## src/rtl/muldiv_seq_pkg.sv

```systemverilog
// rtl/muldiv_seq_pkg.sv - opcode encodings, FSM states and opcode decode helpers for muldiv_seq
package muldiv_seq_pkg;

    localparam logic [2:0] MD_MULT  = 3'd0;
    localparam logic [2:0] MD_MULTU = 3'd1;
    localparam logic [2:0] MD_DIV   = 3'd2;
    localparam logic [2:0] MD_DIVU  = 3'd3;
    localparam logic [2:0] MD_MTHI  = 3'd4;
    localparam logic [2:0] MD_MTLO  = 3'd5;

    typedef enum logic [1:0] {
        ST_IDLE  = 2'd0,
        ST_CALC  = 2'd1,
        ST_FIXUP = 2'd2
    } md_state_e;

    function automatic logic is_engine_op(input logic [2:0] op);
        return (op == MD_MULT) || (op == MD_MULTU) || (op == MD_DIV) || (op == MD_DIVU);
    endfunction

    function automatic logic is_signed_op(input logic [2:0] op);
        return (op == MD_MULT) || (op == MD_DIV);
    endfunction

    function automatic logic is_div_op(input logic [2:0] op);
        return (op == MD_DIV) || (op == MD_DIVU);
    endfunction

endpackage

```

## src/rtl/muldiv_step.sv

```systemverilog
// rtl/muldiv_step.sv - one combinational shift-add multiply or restoring-divide iteration
module muldiv_step #(
    parameter int WIDTH = 32
) (
    input  logic             is_div,
    input  logic [WIDTH-1:0] acc,
    input  logic [WIDTH-1:0] q,
    input  logic [WIDTH-1:0] d,
    output logic [WIDTH-1:0] acc_next,
    output logic [WIDTH-1:0] q_next
);

    logic [WIDTH:0]   sum;
    logic [WIDTH:0]   shifted;
    logic [WIDTH-1:0] diff;
    logic             fits;

    // Multiply keeps {acc,q} as the 2*WIDTH product shifting right; divide shifts
    // {acc,q} left and builds the quotient in q from the restore decision.
    always_comb begin
        sum      = {1'b0, acc} + {1'b0, {WIDTH{q[0]}} & d};
        shifted  = {acc, q[WIDTH-1]};
        fits     = shifted >= {1'b0, d};
        diff     = shifted[WIDTH-1:0] - d;
        acc_next = sum[WIDTH:1];
        q_next   = {sum[0], q[WIDTH-1:1]};
        if (is_div) begin
            acc_next = fits ? diff : shifted[WIDTH-1:0];
            q_next   = {q[WIDTH-2:0], fits};
        end
    end

endmodule

```

## src/rtl/muldiv_seq.sv

```systemverilog
// rtl/muldiv_seq.sv - iterative multiply/divide sequencer owning the HI/LO pair
module muldiv_seq #(
    parameter int WIDTH     = 32,
    parameter bit ZERO_SKIP = 1
) (
    input  logic             clk,
    input  logic             rstn,
    input  logic             start,
    input  logic [2:0]       md_op,
    input  logic [WIDTH-1:0] op_a,
    input  logic [WIDTH-1:0] op_b,
    input  logic             rd_hilo,
    input  logic             flush,
    output logic             busy,
    output logic             stall_req,
    output logic [WIDTH-1:0] hi,
    output logic [WIDTH-1:0] lo,
    output logic             done
);
    import muldiv_seq_pkg::*;

    localparam int CW = $clog2(WIDTH);

    md_state_e          state, state_next;
    logic [CW-1:0]      count;
    logic [WIDTH-1:0]   acc, q, dv, acc_step, q_step;
    logic               op_div, neg_q, neg_r, div_zero;
    logic               accept, engine_go, skip, sa, sb;
    logic [2*WIDTH-1:0] prod_fix;
    logic [WIDTH-1:0]   quo, rem;

    function automatic logic [WIDTH-1:0] cond_neg(input logic [WIDTH-1:0] v, input logic s);
        return s ? -v : v;
    endfunction

    assign accept    = (state == ST_IDLE) && start && !flush;
    assign engine_go = accept && is_engine_op(md_op);
    assign skip      = ZERO_SKIP && !is_div_op(md_op) && ((op_a == '0) || (op_b == '0));
    assign sa        = is_signed_op(md_op) && op_a[WIDTH-1];
    assign sb        = is_signed_op(md_op) && op_b[WIDTH-1];

    assign busy      = (state != ST_IDLE);
    assign stall_req = busy && (start || rd_hilo);
    assign done      = (state == ST_FIXUP) && !flush;

    assign prod_fix  = neg_q ? -{acc, q} : {acc, q};
    assign quo       = cond_neg(q, neg_q);
    assign rem       = cond_neg(acc, neg_r);

    muldiv_step #(.WIDTH(WIDTH)) u_step (
        .is_div   (op_div),
        .acc      (acc),
        .q        (q),
        .d        (dv),
        .acc_next (acc_step),
        .q_next   (q_step)
    );

    always_ff @(posedge clk or negedge rstn) begin
        if (!rstn) state <= ST_IDLE;
        else       state <= state_next;
    end

    always_comb begin
        state_next = state;
        case (state)
            ST_IDLE:  if (engine_go) state_next = skip ? ST_FIXUP : ST_CALC;
            ST_CALC:  if (flush) state_next = ST_IDLE;
                      else if (count == '0) state_next = ST_FIXUP;
            ST_FIXUP: state_next = ST_IDLE;
            default:  state_next = ST_IDLE;
        endcase
    end

    always_ff @(posedge clk or negedge rstn) begin
        if (!rstn) begin
            hi       <= '0;
            lo       <= '0;
            acc      <= '0;
            q        <= '0;
            dv       <= '0;
            count    <= '0;
            op_div   <= 1'b0;
            neg_q    <= 1'b0;
            neg_r    <= 1'b0;
            div_zero <= 1'b0;
        end else begin
            if (accept && md_op == MD_MTHI) hi <= op_a;
            if (accept && md_op == MD_MTLO) lo <= op_a;
            if (engine_go) begin
                // Zeroing q on a skipped multiply makes the FIXUP product zero directly.
                acc      <= '0;
                q        <= skip ? '0 : cond_neg(op_a, sa);
                dv       <= cond_neg(op_b, sb);
                count    <= CW'(WIDTH - 1);
                op_div   <= is_div_op(md_op);
                neg_q    <= sa ^ sb;
                neg_r    <= sa;
                div_zero <= (op_b == '0);
            end else if (state == ST_CALC) begin
                acc   <= acc_step;
                q     <= q_step;
                count <= count - CW'(1);
            end
            // Divide by zero leaves |a| in acc, so the sign-restored remainder is op_a itself.
            if (state == ST_FIXUP && !flush) begin
                if (op_div) begin
                    hi <= rem;
                    lo <= div_zero ? {WIDTH{1'b1}} : quo;
                end else begin
                    hi <= prod_fix[2*WIDTH-1:WIDTH];
                    lo <= prod_fix[WIDTH-1:0];
                end
            end
        end
    end

endmodule

```

## config.mk

```make
export PLATFORM = sky130hd
export DESIGN_NAME = muldiv_seq
export DESIGN_NICKNAME = d
export VERILOG_FILES = /design/src/rtl/muldiv_seq_pkg.sv /design/src/rtl/muldiv_step.sv /design/src/rtl/muldiv_seq.sv
export SDC_FILE = /design/constraint.sdc
export NUM_CORES = 1
export LEC_CHECK = 0
export BUFFER_PORTS_ARGS = -buffer_cell sky130_fd_sc_hd__buf_2
export CAP_MARGIN = 20
export CELL_PAD_IN_SITES_DETAIL_PLACEMENT = 1
export CELL_PAD_IN_SITES_GLOBAL_PLACEMENT = 2
export CORE_ASPECT_RATIO = 0.75
export CORE_UTILIZATION = 33
export DETAILED_ROUTE_END_ITERATION = 12
export GPL_TIMING_DRIVEN = 0
export PLACE_DENSITY = 0.89
export SETUP_SLACK_MARGIN = 0.05
export SYNTH_ARGS = -nofsm -noshare
export SYNTH_HDL_FRONTEND = slang
export SYNTH_SLANG_ARGS = --single-unit
export TNS_END_PERCENT = 100
```

## constraint.sdc

```tcl
create_clock -name clk -period 3.35 [get_ports clk]
set_input_delay 0.67 -clock clk [delete_from_list [all_inputs] [get_ports clk]]
set_output_delay 0.67 -clock clk [all_outputs]
set_load 0.01 [all_outputs]
```

Word-level counts from Yosys, hierarchy flattened:

Cells that the tools add are included.

* equality and inequality tests: 9
* reduce and logical (&&, ||, !) cells: 29
* add/subtract/negate cells: 8
* magnitude comparators: 1
* mux-type cells: 27
* bitwise logic cells: 2

Operators with widths (number)
* 32-bit 2-to-1 mux: 19
* 32-bit negator: 4
* 32-bit zero test: 2
* 64-bit 2-to-1 mux: 1
* 64-bit negator: 1
* 32-bit by 32-bit adder with 33-bit output: 1
* 33-bit by 32-bit greater-or-equal comparator with 1-bit output: 1
* 32-bit bitwise AND: 1
* 32-bit subtractor: 1
* 1-bit logical AND: 10
* 5-bit 2-to-1 mux: 2
* 2-bit 2-to-1 mux: 4
* 2-bit nonzero test: 4
* 1-bit logical OR: 7
* 3-bit by 2-bit == test with 1-bit output, second input constant: 2
* 3-bit == test, second input constant: 2
* 5-bit zero test: 1
* 5-bit by 1-bit subtractor with 5-bit output, second input constant: 1
* 2-bit one-hot mux with 2 select lines: 1
* 3-bit by 1-bit == test with 1-bit output, second input constant: 1
* 3-bit zero test: 1
* 3-bit != test, second input constant: 1
* 2-bit by 1-bit == test with 1-bit output, second input constant: 1
* 2-bit == test, second input constant: 1
* other kinds (5): 6

* input port bits: 72
* register bits after elaboration: 171
* logic and storage cells: 87
* output and inout port bits: 67

Logic depth before layout (Yosys ltp):

Gate-level depths: netlist of run 1.

* depth in word-level cells: 7
* mapped depth: 14
* depth with buffers taken out: 13

Hierarchy:

Synthesis of run 1 repeated with hierarchy kept, for this count alone.

* cell total of the unflattened synthesis: 1958
* area, all modules: 15696.3 sq um

Modules (own cells, without submodules)
* muldiv_seq: times used 1, sequential area each 4279.1 sq um, cells an instance 1253, area each 10829.1 sq um
* muldiv_step: times used 1, sequential area each 0.0 sq um, cells an instance 705, area each 4867.2 sq um

Least setup slack after synthesis of run 1:

OpenSTA, ideal clock, no wires.

* path kind: input -> register
* start point: in op_a[5]
* end point: reg q[2]
* required time: 3229 ps
* library setup time: 121 ps
* buffers on the path: 2
* setup slack: -225 ps
* arrival: 3454 ps
* stages on the path: 10
* path through: or4_4 > or3_1 > buf_2 > or4_4 > or4_4 > o41a_1 > a21boi_4 > buf_6 > nor2_1 > o22a_1

* word-level cells in the longest chain between the ends: 5

Ends and longest elaborated chain
* start, declared: line muldiv_seq.sv:10 `input logic [WIDTH-1:0] op_a,`
* 32-bit zero test: line muldiv_seq.sv:38 `assign skip = ZERO_SKIP && !is_div_op(md_op) && ((op_a == '0) || (op_b == '0));`
* 1-bit logical OR: line muldiv_seq.sv:38
* 1-bit logical AND: line muldiv_seq.sv:38
* 32-bit 2-to-1 mux: line muldiv_seq.sv:93 `q <= skip ? '0 : cond_neg(op_a, sa);`
* 32-bit 2-to-1 mux: line muldiv_seq.sv:90 `if (engine_go) begin`
* end signal, assigned: line muldiv_seq.sv:93
* end signal, assigned: line muldiv_seq.sv:102 `q <= q_step;`
* end, declared: line muldiv_seq.sv:26 `logic [WIDTH-1:0] acc, q, dv, acc_step, q_step;`

Every way passes these cells.
A chain may end at the register's enable or synchronous reset.

Worst setup path after layout of run 1:

* start point: in op_a[11]
* end point: reg q[27]

* word-level cells in the longest chain between the ends: 5
* elaborated cells between the ends (all ways): 7
* classes of those cells: 1 x add/sub; 3 x mux; 3 x reduce/logical

Ends and longest elaborated chain (line)
* parallel branches: the longest is 3 deep, another holds 32-bit negator
* 32-bit 2-to-1 mux (*): muldiv_seq.sv:93
* 32-bit 2-to-1 mux (*): muldiv_seq.sv:90

Every way passes the cells marked *.

==> results of run 1 <==
per-layer routing:
layer	part of all wire, %	GRT usage [%]	vias to the layer above
li1	-	-	7145
met1	47	43.1	8011
met2	42	42.7	648
met3	9.5	7.86	69
met4	1.4	6.51	0
met5	0	0	-
cells by family after synthesis:
kind of cell,after synthesis,synth area share [%]
AOI/OAI and AO/OA,573,25.5
xor gates and xnor gates,169,10.1
adders and majority gates,72,6.24
buffers and inverters,173,4.59
DFF,171,29.1
muxes,68,4.68
and+or+nand+nor,621,19.8
state kept, by name, indices dropped and copies added, names as in the netlist:
register	flops
neg_q	1
hi	32
acc	32
op_div	1
q	32
div_zero	1
lo	32
dv	32
state	2
count	5
neg_r	1
report_power, final:
part	internal (W)	switching, W
registers	0.00303	0.00120
clock network	0.00123	0.00101
logic	0.00535	0.00815
total	0.00961	0.0104
layout make-up:
cell class                      count  area (µm²)
Fill cell                        5270       25300
Multi-Input combinational cell   1503       10600
Sequential cell                   171        4300
Timing Repair Buffer              216        1390
Tap cell                          578         723
Buffer                             95         469
Clock buffer                       19         453
Inverter                           62         243
Clock inverter                     13         178
repair_timing:
action	CTS	global route
buffers inserted	46	30
pin swaps	24	49
hold buffers	0	0
resized for setup	136	139
hold endpoints to repair	0	0
gates cloned	0	1
endpoints found under the setup margin	108	97
worst max path at each step:
stage	to	depth (start not counted)	slack, ns	start
after global placement	dv[18]	1	-1.42	rstn
after floorplan	q[2]	10	-0.20	op_a[5]
after CTS	q[15]	12	-0.18	op_a[5]
final	q[27]	12	-0.29	op_a[11]
after detailed placement	hi[26]	12	-1.09	q[0]
after global routing	q[7]	12	-0.31	op_a[11]
stage by stage:
step / power [W] / instances
3_5_place_dp: 0.0157 / 2564
6_report: 0.0200 / 2657
5_1_grt: 0.0212 / 2657
4_1_cts: 0.0189 / 2632
2_1_floorplan: 0.0117 / 1847
3_3_place_gp: 0.0153 / 2563
cell usage after synthesis (21+ instances only):
cell type | instances | area [µm²]
nor2_1 | 175 | 657
a21oi_1 | 157 | 786
o21ai_0 | 139 | 696
nor2b_1 | 24 | 150
nand2_1 | 223 | 837
a211oi_1 | 26 | 195
inv_1 | 61 | 229
a21o_1 | 28 | 210
xor2_1 | 86 | 753
o31ai_1 | 24 | 180
nor3_1 | 35 | 175
nand3_1 | 21 | 105
ha_1 | 70 | 876
mux2i_1 | 63 | 631
o22a_1 | 29 | 254
xnor2_1 | 83 | 727
dfrtp_1 | 171 | 4280
clkbuf_1 | 99 | 372
a32oi_1 | 34 | 298
==> results.cfg, run 1 <==
[worst_setup_path]
rrSetupSlack_ns = 0.07
critPathBufInv = 3
cp_slowest_cell = or4_4
reg2reg_depth = 12
crit_family = simple AND/OR/NAND/NOR gates
worstReg2RegEnd = hi[21]
cp-end-kind = flop
crit_top_cell = or4_4
worstPathMaxFanout = 7
crit_path_start_kind = primary input
path_cells = buf_8 -> or4_4 -> nor3_4 -> nand2_2 -> or4_4 -> or4_4 -> o41a_1 -> a21boi_4 -> buf_12 -> clkbuf_16 -> nor2_2 -> o22a_1
critical_path_required_ns = 3.71
r2r-start = q[0]
cp_slowest_stage_delay_ns = 0.58
worstSetupPathType = in2reg
critPathArrivalTime_ns = 4.00

[routing]
dr.pass1.iters = 7
routed_wl_um = 67600
via_per_inst = 5.97
vias = 15900
drc = 0
ant_nets = 0
routedWlPerCell_um = 25.4
drt_iter0_drc = 1488

[clock_network]
path_clk_slew_ns = 0.07
cts_tree = done
clk_path_buf_depth = 2
clock-sinks = 171
h-tree-depth = 4
worst_skew_pair.late_latency_ns = 0.48
cts_made_buffers = 17
clockRootBuffer = clkbuf_16

[placed_design]
placed_cell_area_mm2 = 0.0161
gp_congestion = 0.969
io_buffers = 138
pre_cts_slack_ns = -1.09
dp_hpwl_um = 51600

[finish]
post-route-util_pct = 42.1
final_cell_mix = nand2_1, nor2_1, dfrtp_1
drive_gt1_share_pct = 21.1
antenna_cells = 0
nets = 2210
stdcell_area_mm2 = 0.0183
final_common_cell = nand2_1
areaGrowthSynthToFinish_pct = 24.9

[timing]
post-route-min-period_ns = 3.64
setup_slack_ns = -0.290
fin_crit_sh_pct = 109
rsz0062_at_grt = true
worstMarginPinSlew_ns = 1.07
setup_viol = 34
holdWs_ns = 0.128
fin_tns_setup_ns = -8.83
max_freq_mhz = 275
final-max-slew-violation-count = 0
finClkSkew_ns = 0.0154
worst_slew_margin_rel_pct = 28.6
finalHoldViolations = 0

[synth]
syn_nets = 1991
synth-main-ff-cell = dfrtp_1
synth_edf_count = 0
avgSynthCellArea_um2 = 7.95
yosys_warnings = 0
ys_ff_latch = 171
syn_area_mm2 = 0.0147
synthCells = 1847
synthArstFlopShare_pct = 100
synth_cell_types = 72
ys_seq_area_share_pct = 29.1

[status]
failed_checks = negative setup slack
status = finished, violations left

[global_route]
overflow = 0
grt_pass1_vias = 15900
grtUsageTotal_pct = 29.5
grt_pass1_wl_um = 100000
grt_max_degree = 114
antenna_found_initial = 0

[die]
fp.dieH_um = 185
io_pins = 139
rows = 66
initial_core_util_pct = 33.7
dieArea_mm2 = 0.0454
fp.coreArea_mm2 = 0.0436
die_w_um = 246

[power_and_ir_drop]
irDropWorstVdd_v = 0.000501
power.density_mw_per_mm2 = 1090
leakage_nw = 7.50

[flow_run]
drv_cap = 0

[min_path]
min_path_type = in2async
No activity file was read; power rests on OpenSTA's default activity.
==> inputs of run 2 (changes only) <==
==> constraint.sdc (replaced) <==
create_clock -name clk -period 3.35 [get_ports clk]
set_input_delay 0.335 -clock clk [delete_from_list [all_inputs] [get_ports clk]]
set_output_delay 0.335 -clock clk [all_outputs]
set_load 0.01 [all_outputs]
==> run 2 against run 1 <==
Compared with the run above: final area increased by 0.30%; combinational power about the same; critical path depth unchanged; via count increased by 1.5%; clock power decreased by 7%; routed wire length decreased by 0.46%; non-clock buffer count increased by 10; global-route usage decreased by 0.51 points; register-to-register slack got worse by 0.04 ns; sequential share of layout area about the same; the flow now finishes without violations.
==> results.cfg, run 2 (same netlist as run 1, synthesis figures left out) <==
[status]
status = finished clean

[worst_setup_path]
worstPathMaxFanout = 6
critPathArrivalTime_ns = 3.71
cp-end-kind = flop
crit_path_start_kind = primary input
worstReg2RegEnd = acc[30]
r2r-start = q[31]
worstSetupPathType = in2reg
critical_path_required_ns = 3.72
reg2reg_depth = 14
rrSetupSlack_ns = 0.03

[die]
initial_core_util_pct = 33.7
fp.dieH_um = 185
die_w_um = 246
fp.coreArea_mm2 = 0.0436
io_pins = 139
dieArea_mm2 = 0.0454
rows = 66

[timing]
setup_viol = 0
worst_slew_margin_rel_pct = 22.7
setup_slack_ns = 0.00791
finClkSkew_ns = 0.0194
post-route-min-period_ns = 3.34
finalHoldViolations = 0
final-max-slew-violation-count = 0
worstMarginPinSlew_ns = 1.16
max_freq_mhz = 299
fin_crit_sh_pct = 99.8
rsz0062_at_grt = true

[global_route]
grt_pass1_wl_um = 98100
gr-max-usage-layer = met1
use_met3_pct = 10.8
overflow = 0
use_met1_pct = 41.0
grt_pass1_vias = 15800
use_met2_pct = 40.6
antenna_found_initial = 1
grtUsageTotal_pct = 29.0
grt_max_degree = 109

[placed_design]
pre_cts_slack_ns = -1.31
io_buffers = 138
gp_congestion = 0.993
placed_cell_area_mm2 = 0.0162
dp_hpwl_um = 50900

[power_and_ir_drop]
power.density_mw_per_mm2 = 1090
clkPwrFrac_pct = 10.5
internal_power_w = 0.00960
swShare_pct = 52.1
leakage_nw = 7.52
p_switching_w = 0.0105
pwr-share-comb_pct = 68.5
irDropWorstVdd_v = 0.000515
p_seq_share_pct = 21.0

[clock_network]
clk_path_buf_depth = 2
path_clk_slew_ns = 0.08
clock-sinks = 171
worst_skew_pair.late_latency_ns = 0.49
cts_tree = done
cts_made_buffers = 17
h-tree-depth = 4
clockRootBuffer = clkbuf_16

[finish]
antenna_cells = 0
areaGrowthSynthToFinish_pct = 25.2
regArea_mm2 = 0.00430
stdcell_area_mm2 = 0.0184
drive_gt1_share_pct = 21.7
final_common_cell = nand2_1
nFillCells = 5250
multi_input_area_mm2 = 0.0105
nets = 2220
final_cell_mix = nand2_1, dfrtp_1, a21oi_1

[routing]
drc = 0
drt_iter0_drc = 1471
routed_wl_um = 67300
routedWlPerCell_um = 25.2
ant_nets = 0
via_per_inst = 6.04
vias = 16100
dr.pass1.iters = 6

[min_path]
whs_endpoint = dv[1]
whs_path_depth = 3
min_from = op_b[1]
min_path_type = in2reg

[flow_run]
drv_cap = 0
-- run 2: timing repair --
item,in CTS,in global routing
hold endpoints to repair,63,0
gates resized for setup,114,172
setup buffers,30,49
hold buffers,1,0
cloned,0,4
pin swaps,22,61
endpoints found under the setup margin,109,101
-- run 2: worst max path at each step --
stage | from | to | slack (ns) | cells after the start
2_1_floorplan | acc[2] | acc[12] | 0.08 | 12
3_3_place_gp | q[7] | hi[21] | -1.29 | 10
3_5_place_dp | q[7] | hi[21] | -1.31 | 10
4_1_cts | q[10] | hi[21] | -0.01 | 10
5_1_grt | q[31] | acc[30] | -0.07 | 14
6_report | op_a[5] | q[30] | 0.008 | 12
-- run 2: critical path: stages --
cell       delay, ns
buf_12          0.11
or4_4           0.53
or3_4           0.35
buf_6           0.15
or4_4           0.44
or4_4           0.45
o41a_1          0.48
a21boi_4        0.27
buf_12          0.20
clkbuf_16       0.17
nor2_1          0.05
o22a_1          0.15
-- run 2: cell type report --
class / instances / share of cell area [%]
clock buffers: 17 / 2.31
flip-flops and latches: 171 / 23.4
repair buffers: 225 / 8.32
inverters: 62 / 1.31
plain buffers: 96 / 2.59
clock inverters: 15 / 0.884
multi-input cells: 1503 / 57.3
well taps: 578 / 3.93
-- run 2: metal layers --
| metal | wire length (µm) | vias to the layer above |
|---|---|---|
| met4 | 1410 | 2 |
| met2 | 27800 | 732 |
| met3 | 7300 | 100 |
| met1 | 30700 | 8093 |
| li1 | - | 7180 |
| met5 | 11 | - |
-- run 2: power groups by stage --
stage / logic (W) / registers (W) / clock network [W]
2_1_floorplan: 0.00780 / 0.00388 / 0
3_3_place_gp: 0.0112 / 0.00412 / 0
3_5_place_dp: 0.0115 / 0.00416 / 0
4_1_cts: 0.0124 / 0.00414 / 0.00211
5_1_grt: 0.0147 / 0.00430 / 0.00218
6_report: 0.0137 / 0.00421 / 0.00210
-- run 2: per-stage QoR --
step,std cells,power (W),util (%),setup TNS (ns),hold WS (ns)
after floorplan,1847,0.0117,-,0,0.0394
after global placement,2563,0.0154,36.9,-255.02,0.461
after detailed placement,2566,0.0157,37.1,-81.96,0.341
after CTS,2617,0.0187,39.8,-0.0125,0.136
after global routing,2667,0.0212,42.2,-0.434,0.162
final,2667,0.0201,42.2,0,0.145
==> inputs of run 3 (changes only) <==
--- a/config.mk
+++ b/config.mk
@@ -8,9 +8,9 @@
 export BUFFER_PORTS_ARGS = -buffer_cell sky130_fd_sc_hd__buf_2
 export CAP_MARGIN = 20
 export CELL_PAD_IN_SITES_DETAIL_PLACEMENT = 1
-export CELL_PAD_IN_SITES_GLOBAL_PLACEMENT = 2
+export CELL_PAD_IN_SITES_GLOBAL_PLACEMENT = 1
 export CORE_ASPECT_RATIO = 0.75
-export CORE_UTILIZATION = 33
+export CORE_UTILIZATION = 41
 export DETAILED_ROUTE_END_ITERATION = 12
 export GPL_TIMING_DRIVEN = 0
 export PLACE_DENSITY = 0.89
==> run 3 against run 2 <==
Compared with the run above: the run now ends with design-rule violations left; non-clock buffer count shrank 8; critical endpoint is now acc[31]; count of clock-buffer cells in the layout grew 2; sequential share of layout area grew 0.36 points; core utilization grew 9.5 points; via count grew 4.4%; critical path type is now reg2reg; die area shrank 19%; sequential cell count is the same.
==> results.cfg, run 3 (same netlist as run 1, synthesis figures left out) <==
[power_and_ir_drop]
power.density_mw_per_mm2 = 1140
irDropWorstVdd_v = 0.000511
design_power_total_w = 0.0206
leakage_nw = 7.46

[routing]
drt_iter0_drc = 2080
vias = 16800
via_per_inst = 6.63
ant_nets = 0
routedWlPerCell_um = 27.6
dr.pass1.iters = 9
drc = 4
routed_wl_um = 70100

[die]
die_w_um = 221
io_pins = 139
initial_core_util_pct = 42.0
fp.dieH_um = 166
rows = 59
dieArea_mm2 = 0.0366
fp.coreArea_mm2 = 0.0350

[clock_network]
clockRootBuffer = clkbuf_16
clk_path_buf_depth = 2
h-tree-depth = 4
worst_skew_pair.late_latency_ns = 0.47
cts_tree = done
path_clk_slew_ns = 0.08
clock-sinks = 171
cts_made_buffers = 17

[finish]
final_common_cell = nand2_1
layout.cells.non_filler = 2538
final_cell_mix = nand2_1, nor2_1, dfrtp_1
antenna_cells = 0
areaGrowthSynthToFinish_pct = 23.2
nets = 2212
drive_gt1_share_pct = 20.5

[worst_setup_path]
worstSetupPathType = reg2reg
cp-end-kind = flop
critical_path_required_ns = 3.74
critPathArrivalTime_ns = 3.72
worstPathMaxFanout = 4
crit_path_start_kind = flop

[timing]
max_freq_mhz = 300
final-max-slew-violation-count = 0
setup_slack_ns = 0.0134
post-route-min-period_ns = 3.34
finClkSkew_ns = 0.0119
worstMarginPinSlew_ns = 1.10
rsz0062_at_grt = true
setup_viol = 0
finalHoldViolations = 0
fin_crit_sh_pct = 99.6
fin_tns_setup_ns = 0
worst_slew_margin_rel_pct = 26.9

[global_route]
grt_pass1_vias = 16500
antenna_found_initial = 0
grt_max_degree = 106
overflow = 0
grt_pass1_wl_um = 103000
grtUsageTotal_pct = 37.2

[placed_design]
io_buffers = 138
pre_cts_slack_ns = -1.23
placed_cells = 2443
gp_congestion = 1.00
dp_hpwl_um = 51000

[status]
failed_checks = design-rule violations
status = finished, violations left

[flow_run]
drv_cap = 0

[min_path]
min_path_type = in2reg
-- run 3: changes by cell type in the layout (fill, tap and decap cells not counted), sizes merged --
cell      change
buf           -7
clkinvlp      -1
clkinv        -1
clkbuf        +1
-- run 3: critical path: stages, from the launching register on --
cell and delay (ns):
dfrtp_1 0.43, and2_1 0.18, ha_1 0.23, inv_1 0.08, fa_2 0.37, nor2b_2 0.22, o31ai_4 0.11, a211o_1 0.39
a21oi_4 0.27, a211o_1 0.20, a41o_1 0.24, and4_1 0.25, o21ai_2 0.10, a211oi_2 0.19
-- run 3: cell type report --
type / count / area (µm²)
plain buffers: 95 / 470
clock buffers: 19 / 433
clock inverters: 13 / 139
fillers: 4253 / 16900
inverters: 62 / 240
multi-input cells: 1503 / 10500
flip-flops and latches: 171 / 4300
well taps: 457 / 572
repair buffers: 218 / 1450
-- run 3: worst paths after layout --
check / startpoint / end / slack, ns / cells after the start
max: dv[0] / acc[31] / 0.01 / 13
min: op_a[5] / lo[5] / 0.17 / 3
max reg2reg: dv[0] / acc[31] / 0.01 / 13
min reg2reg: dv[19] / dv[19] / 0.49 / 2
max in group asynchronous: rstn / q[0] / 1.87 / 3
min in group asynchronous: rstn / acc[23] / 0.39 / 2
-- run 3: per-stage QoR --
step | util, % | cell area (µm²) | hold slack (ns)
4_1_cts | 49.7 | 17400 | 0.152
3_3_place_gp | 45.6 | 16000 | 0.461
3_5_place_dp | 45.7 | 16000 | 0.339
5_1_grt | 51.7 | 18100 | 0.178
6_report | 51.7 | 18100 | 0.171
2_1_floorplan | - | 14700 | 0.0394
-- run 3: per-layer routing --
layer	up-vias	wire length (µm)	GRT usage, %
li1	7167	-	-
met1	8441	30000	53.8
met2	1040	30000	53.3
met3	168	8130	10.8
met4	2	1940	10.4
met5	-	34	0
-- run 3: report_power, final --
group | internal (W) | leakage [nW] | switching, W
combinational | 0.00566 | 5.15 | 0.00868
sequential | 0.00303 | 2.03 | 0.00113
clock | 0.00105 | 0.278 | 0.00104
-- run 3: what timing repair did --
| item | in CTS | in global routing |
|---|---|---|
| setup buffers | 39 | 36 |
| setup endpoints to repair | 107 | 99 |
| pin swaps | 33 | 52 |
| gates resized for setup | 143 | 116 |
| endpoints found under the hold margin | 66 | 0 |
| hold buffers | 1 | 0 |
| gates cloned | 2 | 1 |
